===== src/rtl/audio_fifo_pkg.sv =====
// Register map, bit positions and frame type shared by the audio sample FIFO.
package audio_fifo_pkg;

  localparam logic [3:0] AF_REG_DATA_L = 4'h0;
  localparam logic [3:0] AF_REG_DATA_R = 4'h4;
  localparam logic [3:0] AF_REG_STATUS = 4'h8;
  localparam logic [3:0] AF_REG_CTRL   = 4'hC;

  localparam int AF_ST_EMPTY   = 0;
  localparam int AF_ST_FULL    = 1;
  localparam int AF_ST_OVF     = 2;
  localparam int AF_ST_LVL_LSB = 16;

  localparam int AF_CTRL_EN      = 0;
  localparam int AF_CTRL_FLUSH   = 1;
  localparam int AF_CTRL_THR_LSB = 16;

  typedef struct packed {
    logic [23:0] l;
    logic [23:0] r;
  } audio_frame_t;

endpackage


===== src/rtl/audio_fifo_mem.sv =====
// DEPTH x 48-bit frame storage with wrapping pointers and a level counter; no bus logic.
module audio_fifo_mem
  import audio_fifo_pkg::*;
#(
  parameter  int DEPTH = 64,
  localparam int AW    = $clog2(DEPTH),
  localparam int LVL_W = AW + 1
) (
  input  logic             clk_i,
  input  logic             rstn_i,
  input  logic             i_push,
  input  logic             i_pop,
  input  logic             i_flush,
  input  audio_frame_t     i_wdata,
  output audio_frame_t     o_rdata,
  output logic [LVL_W-1:0] o_level,
  output logic             o_empty,
  output logic             o_full
);

  audio_frame_t     r_mem [DEPTH];
  logic [AW-1:0]    r_wptr;
  logic [AW-1:0]    r_rptr;
  logic [LVL_W-1:0] r_level;

  always_ff @(posedge clk_i) begin
    if (i_push && !i_flush) r_mem[r_wptr] <= i_wdata;
  end

  // Pointers are exactly AW bits wide, so DEPTH being a power of two makes them wrap for free.
  always_ff @(posedge clk_i or negedge rstn_i) begin
    if (!rstn_i) begin
      r_wptr  <= '0;
      r_rptr  <= '0;
      r_level <= '0;
    end else if (i_flush) begin
      r_wptr  <= '0;
      r_rptr  <= '0;
      r_level <= '0;
    end else begin
      if (i_push) r_wptr <= r_wptr + 1'b1;
      if (i_pop)  r_rptr <= r_rptr + 1'b1;
      case ({i_push, i_pop})
        2'b10:   r_level <= r_level + 1'b1;
        2'b01:   r_level <= r_level - 1'b1;
        default: r_level <= r_level;
      endcase
    end
  end

  assign o_rdata = r_mem[r_rptr];
  assign o_level = r_level;
  assign o_empty = (r_level == '0);
  assign o_full  = (r_level == LVL_W'(DEPTH));

endmodule


===== src/rtl/audio_sample_fifo.sv =====
// Wishbone-fed stereo frame FIFO draining into the I2S master frame port.
// Optional level interrupt and CTRL.THRESH field: define AUDIO_FIFO_IRQ_EN.
module audio_sample_fifo
  import audio_fifo_pkg::*;
#(
  parameter  int DEPTH = 64,
  localparam int LVL_W = $clog2(DEPTH) + 1
) (
  input  logic        clk_i,
  input  logic        rstn_i,
  input  logic [3:0]  wb_adr_i,
  input  logic [31:0] wb_dat_i,
  input  logic        wb_we_i,
  input  logic        wb_stb_i,
  output logic [31:0] wb_dat_o,
  output logic        wb_ack_o,
  output logic        wb_stall_o,
  output logic [23:0] frame_l_o,
  output logic [23:0] frame_r_o,
  output logic        write_frame_o,
  input  logic        i2s_full_i
`ifdef AUDIO_FIFO_IRQ_EN
  ,
  output logic        irq_o
`endif
);

  logic [3:0]       w_sel;
  logic             w_wr, w_rd;
  logic             w_wr_datal, w_wr_datar, w_wr_status, w_wr_ctrl;
  logic             w_flush, w_pop, w_push, w_drop;
  logic             w_empty, w_full;
  logic [LVL_W-1:0] w_level;
  audio_frame_t     w_head, w_wframe;
  logic [31:0]      w_rdata;
  logic             w_unused;

  logic             r_ack, r_wf, r_en, r_ovf;
  logic [31:0]      r_dat;
  logic [23:0]      r_hold, r_frame_l, r_frame_r;
`ifdef AUDIO_FIFO_IRQ_EN
  logic [7:0]       r_thresh;
  logic             r_irq;
`endif

  assign w_sel       = {wb_adr_i[3:2], 2'b00};
  assign w_wr        = wb_stb_i && wb_we_i;
  assign w_rd        = wb_stb_i && !wb_we_i;
  assign w_wr_datal  = w_wr && (w_sel == AF_REG_DATA_L);
  assign w_wr_datar  = w_wr && (w_sel == AF_REG_DATA_R);
  assign w_wr_status = w_wr && (w_sel == AF_REG_STATUS);
  assign w_wr_ctrl   = w_wr && (w_sel == AF_REG_CTRL);
  assign w_flush     = w_wr_ctrl && wb_dat_i[AF_CTRL_FLUSH];

  // r_wf blocks back-to-back pops so i2s_full_i has a cycle to react; flush wins over a due pop.
  assign w_pop  = r_en && !w_empty && !i2s_full_i && !r_wf && !w_flush;
  assign w_push = w_wr_datar && (!w_full || w_pop);
  assign w_drop = w_wr_datar && w_full && !w_pop;

  assign w_wframe = '{l: r_hold, r: wb_dat_i[23:0]};
  assign w_unused = ^{wb_adr_i[1:0], wb_dat_i[31:24]};

  audio_fifo_mem #(.DEPTH(DEPTH)) u_mem (
    .clk_i   (clk_i),
    .rstn_i  (rstn_i),
    .i_push  (w_push),
    .i_pop   (w_pop),
    .i_flush (w_flush),
    .i_wdata (w_wframe),
    .o_rdata (w_head),
    .o_level (w_level),
    .o_empty (w_empty),
    .o_full  (w_full)
  );

  always_comb begin
    w_rdata = '0;
    case (w_sel)
      AF_REG_DATA_L: w_rdata[23:0] = r_hold;
      AF_REG_STATUS: begin
        w_rdata[AF_ST_EMPTY] = w_empty;
        w_rdata[AF_ST_FULL]  = w_full;
        w_rdata[AF_ST_OVF]   = r_ovf;
        w_rdata[31:AF_ST_LVL_LSB] = 16'(w_level);
      end
      AF_REG_CTRL: begin
        w_rdata[AF_CTRL_EN] = r_en;
`ifdef AUDIO_FIFO_IRQ_EN
        w_rdata[AF_CTRL_THR_LSB +: 8] = r_thresh;
`endif
      end
      default: ;
    endcase
  end

  always_ff @(posedge clk_i or negedge rstn_i) begin
    if (!rstn_i) begin
      r_ack     <= 1'b0;
      r_dat     <= '0;
      r_hold    <= '0;
      r_en      <= 1'b0;
      r_ovf     <= 1'b0;
      r_wf      <= 1'b0;
      r_frame_l <= '0;
      r_frame_r <= '0;
    end else begin
      r_ack <= wb_stb_i;
      r_dat <= w_rd ? w_rdata : '0;
      r_wf  <= w_pop;
      if (w_wr_datal) r_hold <= wb_dat_i[23:0];
      if (w_wr_ctrl)  r_en   <= wb_dat_i[AF_CTRL_EN];
      if (w_drop)
        r_ovf <= 1'b1;
      else if (w_wr_status && wb_dat_i[AF_ST_OVF])
        r_ovf <= 1'b0;
      if (w_pop) begin
        r_frame_l <= w_head.l;
        r_frame_r <= w_head.r;
      end
    end
  end

`ifdef AUDIO_FIFO_IRQ_EN
  always_ff @(posedge clk_i or negedge rstn_i) begin
    if (!rstn_i) begin
      r_thresh <= '0;
      r_irq    <= 1'b0;
    end else begin
      if (w_wr_ctrl) r_thresh <= wb_dat_i[AF_CTRL_THR_LSB +: 8];
      r_irq <= r_en && (32'(w_level) <= 32'(r_thresh));
    end
  end
  assign irq_o = r_irq;
`endif

  assign wb_ack_o      = r_ack;
  assign wb_dat_o      = r_dat;
  assign wb_stall_o    = 1'b0;
  assign frame_l_o     = r_frame_l;
  assign frame_r_o     = r_frame_r;
  assign write_frame_o = r_wf;

endmodule

===== config.mk =====
export PLATFORM = sky130hd
export DESIGN_NAME = audio_sample_fifo
export DESIGN_NICKNAME = d
export VERILOG_FILES = /design/src/rtl/audio_fifo_pkg.sv /design/src/rtl/audio_fifo_mem.sv /design/src/rtl/audio_sample_fifo.sv
export SDC_FILE = /design/constraint.sdc
export NUM_CORES = 2
export LEC_CHECK = 0
export CAP_MARGIN = 15
export CORE_MARGIN = 2
export CORE_UTILIZATION = 51
export CTS_BUF_LIST = sky130_fd_sc_hd__clkbuf_16
export DETAILED_ROUTE_END_ITERATION = 8
export GPL_TIMING_DRIVEN = 1
export PLACE_DENSITY = 0.75
export REMOVE_ABC_BUFFERS = 1
export SYNTH_ARGS = -nofsm -noshare
export SYNTH_HDL_FRONTEND = slang
export SYNTH_SLANG_ARGS = --single-unit
export TNS_END_PERCENT = 50

===== constraint.sdc =====
create_clock -name clk_i -period 5.9 [get_ports clk_i]
set_input_delay 1.18 -clock clk_i [delete_from_list [all_inputs] [get_ports clk_i]]
set_output_delay 1.18 -clock clk_i [all_outputs]
set_load 0.01 [all_outputs]

=== Word-level counts from Yosys, hierarchy flattened ===
Memory sizes are Yosys's and may differ from the RTL's. A register that Yosys moved wholly into a read port is not among the register bits.
Index checks and enable logic that the tools add are counted.

* Register bits: 71
* Memory bits (writable): 3072
* Bits of input ports: 41
* Output and inout port bits: 83
* Memories kept: 1

{| class="wikitable"
|+ Memories
! memory !! words !! bits a word !! rd ports !! clocked after Yosys merged registers in !! write ports !! line !! RTL
|-
| u_mem.r_mem || 64 || 48 || 1 || 1 || 1 || audio_fifo_mem.sv:21 || <nowiki>audio_frame_t r_mem [DEPTH];</nowiki>
|}

* Add/sub/neg operators: 4
* Eq/ne operators: 6
* Muxes and demuxes: 15
* Reduce and logical (&&, ||, !) cells: 31

{| class="wikitable"
|+ Operators by type and width
! cell !! count
|-
| two-way mux 24 bit || 1
|-
| two-way mux 6 bit || 4
|-
| logical AND 1 bit || 16
|-
| case mux 8 bit (2 select lines) || 1
|-
| case mux 7 bit (2 select lines) || 1
|-
| two-way mux 13 bit || 1
|-
| adder 6 x 1 -> 6 bit (second input constant) || 2
|-
| logical NOT 1 bit || 8
|-
| adder 7 x 1 -> 7 bit (second input constant) || 1
|-
| == test 7 bit (second input constant) || 1
|-
| logical NOT 7 bit || 1
|-
| two-way mux 7 bit || 1
|-
| subtractor 7 x 1 -> 7 bit (second input constant) || 1
|-
| == test 2 bit (second input constant) || 3
|-
| nonzero test 2 bit || 3
|-
| == test 2 x 1 -> 1 bit (second input constant) || 2
|-
| logical NOT 4 bit || 1
|-
| two-way mux 1 bit || 4
|-
| case mux 2 bit (2 select lines) || 1
|-
| case mux 1 bit (3 select lines) || 1
|-
| nonzero test 3 bit || 1
|-
| logical OR 1 bit || 1
|}

=== Depth between registers and ports, before layout ===
* Word-level depth: 11
* Mapped depth: 13
* Mapped depth without buffers: 11

=== Hierarchy ===
From an unflattened synthesis, not the netlist that was laid out.

* Cells, all modules: 5680
* Area, all modules: 122426.2 µm²

{| class="wikitable"
|+ Modules (own cells, without submodules)
! module !! instances !! cells an instance !! area an instance (µm²) !! sequential area each (µm²)
|-
| audio_fifo_mem || 1 || 5436 || 118612.5 || 92723.9
|-
| audio_sample_fifo || 1 || 244 || 3813.7 || 2502.4
|}

=== Least setup slack after synthesis ===
Ideal clock, no wire load.

* Path kind: in2reg
* Start: input port i2s_full_i
* End: memory u_mem.r_mem[59][0] (netlist name), enable pin
* Data arrival time: 4650 ps
* Required time: 5446 ps
* Path slack: 796 ps
* Stages on the path: 8
* Path through: or3b_1 > buf_2 > a21o_1 > buf_6 > a21oi_4 > and2b_1 > nand3_1 > nor2_1

* Longest elaborated chain between the ends: 9

{| class="wikitable"
|+ RTL lines
! element !! line !! RTL
|-
| start: declaration || audio_sample_fifo.sv:21 || <nowiki>input logic i2s_full_i</nowiki>
|-
| logical NOT 1 bit || audio_sample_fifo.sv:56 || <nowiki>assign w_pop = r_en && !w_empty && !i2s_full_i && !r_wf && !w_flush;</nowiki>
|-
| logical AND 1 bit (3 in a row) || audio_sample_fifo.sv:56 ||
|-
| logical OR 1 bit || audio_sample_fifo.sv:57 || <nowiki>assign w_push = w_wr_datar && (!w_full || w_pop);</nowiki>
|-
| logical AND 1 bit || audio_sample_fifo.sv:57 ||
|-
| logical AND 1 bit || audio_fifo_mem.sv:27 || <nowiki>if (i_push && !i_flush) r_mem[r_wptr] <= i_wdata;</nowiki>
|-
| two-way mux 1 bit || audio_fifo_mem.sv:27 ||
|-
| two-way mux 1 bit (not written as such) || audio_fifo_mem.sv:27 ||
|-
| end: declaration || audio_fifo_mem.sv:21 ||
|}

Every way passes these cells.

=== Final worst setup path ===
* Start: input port i2s_full_i
* End: memory u_mem.r_mem[48][29] (netlist name), enable pin

Same word-level chain as after synthesis.

==> reports/qor.yml <==
route.detailed.drc: 0
power_density_nw_per_um2: 423.1
timing_worst_slew_pin_value_ns: 1.257
die_wd_um: 490.8
area_delta_synth_final_pct: 13.59
die-height_um: 490.8
power_frac_clock: 0.329
synth_adder_area_share: 0.0003106
synth_top_family_by_area: "multiplexers"
detailedPlacementHpwl_mm: 169.3
hold_violations: 0
proportion_of_synthesized_flip_flops_having_asynchronous_set_or_reset: 0.03729
post_route_cells_drive_above_1_share: 0.2826
netSwitchingFraction: 0.2687
finalWirelength_mm: 320.9
avgRoutedWirePerCell_um: 35.77
postCtsSetupRepairBufs: 0
dr_wl_met2_mm: 152.1
number_of_standard_cells_after_synthesis: 5194
antenna_found_initial: 13
hold_slack_ns: 0.3592
synth_compound_gate_area_share: 0.01919
highest_layer: "met5"
grt_usage: 0.2651
wl_met1_mm: 114.6
num_vias: 60160
combinationalPowerShare: 0.216
via_count_of_the_first_global_routing_pass: 60200
max_freq_mhz: 237.8
maxSlewHeadroom: 0.1618
detail_route.iter0.violations: 9633
crit_required_ns: 6.47
mean_post_synth_cell_area_sq_um: 23.27
number_of_resized_instances_in_the_post_cts_repair_step: 0
worst_hold_path_type: "in2async"
cts-buffers-inserted: 318
timing.setup.critical_path_class: "in2reg"
cts_sinks: 3191
rows: 178
routabilityCongestion: 0.8272
timing_max_transition_violations_final: 0
grt_pass1_wl_mm: 452.2
num-fill-cells: 15980
power.leakage_nw: 42.89
number_of_port_buffers: 104
critical_path_arrival_ns: 4.78
worst_setup_hold_path_clk_slew_ns: 0.06
p_int_mw: 42.48
fin_setup_tns_ns: 0
overflow: 0
routed_via_density: 6.706
root_buffer: "sky130_fd_sc_hd__clkbuf_16"
rsz0062_at_grt: "no"
period_share: 0.7126
timing.final.crit_period_ns: 4.204
firstDrtPassIters: 5
final_cell_area_sq_um: 137300
tritoncts: "yes"
p_sw_mw: 15.61
synthDistinctLibCells: 66
post_synth_and_or_nand_nor_area_fraction: 0.01625
post-layout-total-power_mw: 58.09
timing.critical_path.fanout_max: 15
layout.cells.most_common_list: "sky130_fd_sc_hd__edfxtp_1 (3,072), sky130_fd_sc_hd__mux4_2 (821), sky130_fd_sc_hd__clkbuf_16 (326), sky130_fd_sc_hd__buf_4 (178), sky130_fd_sc_hd__o22ai_1 (166)"
layout.cells.most_common: "sky130_fd_sc_hd__edfxtp_1"
postSynthRegisterBits: 3191
fin_worst_skew_ns: 0.06349
antenna_left: 0
timing.critical_path.to_type: "register"
post_synth_instance_area_sq_um: 120900
grt_max_degree: 116
cts_max_path_buffers: 4
power.share.sequential: 0.455
htree_num_levels: 5
synth_enable_flop_cells: 3072
run_status: "finished, final reports clean"
synth.mux.area_fraction: 0.1630
irDropWorstVdd_mv: 0.5530
nNetsFinal: 5623
timing.max_cap.violations: 0
cts.hold.buffers_added: 0
clock_latency_ns: 0.95
wl_met3_mm: 40.38
synthXorXnorAreaFrac: 0.0008697
yosysWarningCount: 0
final_setup_vio_count: 0
dpl_cell_area_sq_um: 127200
fp.dieArea_sq_um: 240900
ys_dominant_reg_cell: "sky130_fd_sc_hd__edfxtp_1"
initial_utilization: 0.5134
startpoint_class: "input port"
core_region_area_sq_um: 235400
io_pins: 124
synth.yosys.seq_area_share: 0.7880
[cell usage after synthesis (all sizes together) (7+ instances only)]
master,n,area (sq um)
a211oi,7,52.55
a21oi,16,98.85
a22oi,90,675.7
a31oi,14,87.58
and2,20,125.1
buf,199,1110
clkbuf,97,365.4
dfrtp,119,2978
edfxtp,3072,92250
mux2,32,360.4
mux2i,85,850.8
mux4,821,18490
nand2,97,369.1
nand2b,9,56.30
nand3,33,170.2
nor2,120,452.9
nor2b,18,112.6
nor3,28,151.4
nor4,46,294.0
o21ai,19,95.09
o221ai,7,61.31
o22ai,166,1039
xor2,7,61.31
[layer usage]
metal,track usage,up-vias
met5,0,-
met4,0.1017,6
met1,0.3630,31880
met2,0.4112,4596
li1,-,22970
met3,0.07139,701
[final cells by class]
class                      count  area, sq um  area share
inverter                       5        18.77   0.0001367
multi-input combinational   1710        24680      0.1798
tap                         3150         3941     0.02871
clock buffer                 326         8158     0.05943
timing repair buffer         353         3682     0.02682
sequential                  3191        95260      0.6940
clock inverter               232         1521     0.01108
antenna                        4        10.01  0.00007292
[registers in the layout, summed over array words and instances, names as in the netlist]
name           cells
frame_l_o         24
frame_r_o         24
r_en               1
r_hold            24
r_ovf              1
u_mem.o_level      7
u_mem.r_mem     3072
u_mem.r_rptr       6
u_mem.r_wptr       6
wb_ack_o           1
wb_dat_o          24
write_frame_o      1
[worst max-delay path, cell delays in order]
cell,delay [ns]
sky130_fd_sc_hd__clkdlybuf4s50_1,0.44
sky130_fd_sc_hd__or3b_1,0.50
sky130_fd_sc_hd__a21o_1,0.34
sky130_fd_sc_hd__a21oi_4,0.42
sky130_fd_sc_hd__and2b_1,0.25
sky130_fd_sc_hd__nand2_1,0.47
sky130_fd_sc_hd__nor2_4,0.75
sky130_fd_sc_hd__buf_4,0.42
[power by group through the flow]
stage / sequential [mW] / clock [mW] / combinational [mW]
6_report: 26.4 / 19.1 / 12.5
5_1_grt: 26.5 / 20.1 / 13.2
4_1_cts: 26.6 / 19.2 / 12.4
3_5_place_dp: 27.0 / 0 / 12.3
3_3_place_gp: 27.0 / 0 / 12.1
2_1_floorplan: 27.5 / 0 / 6.89
[final timing paths]
path	end	slack (ns)	cells past startpoint	from
max in group asynchronous	u_mem.r_rptr[2]	4.32	2	rstn_i
worst max register to register	frame_l_o[22]	1.78	7	u_mem.r_rptr[4]
min in group clk_i	frame_l_o[7]	0.49	2	frame_l_o[7]
worst max-delay path	u_mem.r_mem[48][29]	1.70	8	i2s_full_i
worst min register to register	frame_l_o[7]	0.49	2	frame_l_o[7]
worst min-delay path	frame_r_o[8]	0.36	1	rstn_i
[stage by stage]
stage                     instances  setup slack [ns]  utilization
final                          8971             1.696       0.5831
after global routing           8970             1.634       0.5831
after CTS                      8948             1.790       0.5815
after detailed placement       8390            0.8697       0.5404
after global placement         8390            0.8938       0.5403
after floorplan                4906            -23.80            -
[cell families after synthesis]
kind of cell             Yosys count
buffers and inverters            301
multiplexers                     938
AND/OR/NAND/NOR                  403
AO/OA/AOI/OAI                    345
XOR/XNOR                          12
adder cells (fa/ha/maj)            3
flip-flops                      3191
other                              1
No activity file was read; power rests on OpenSTA's default activity.
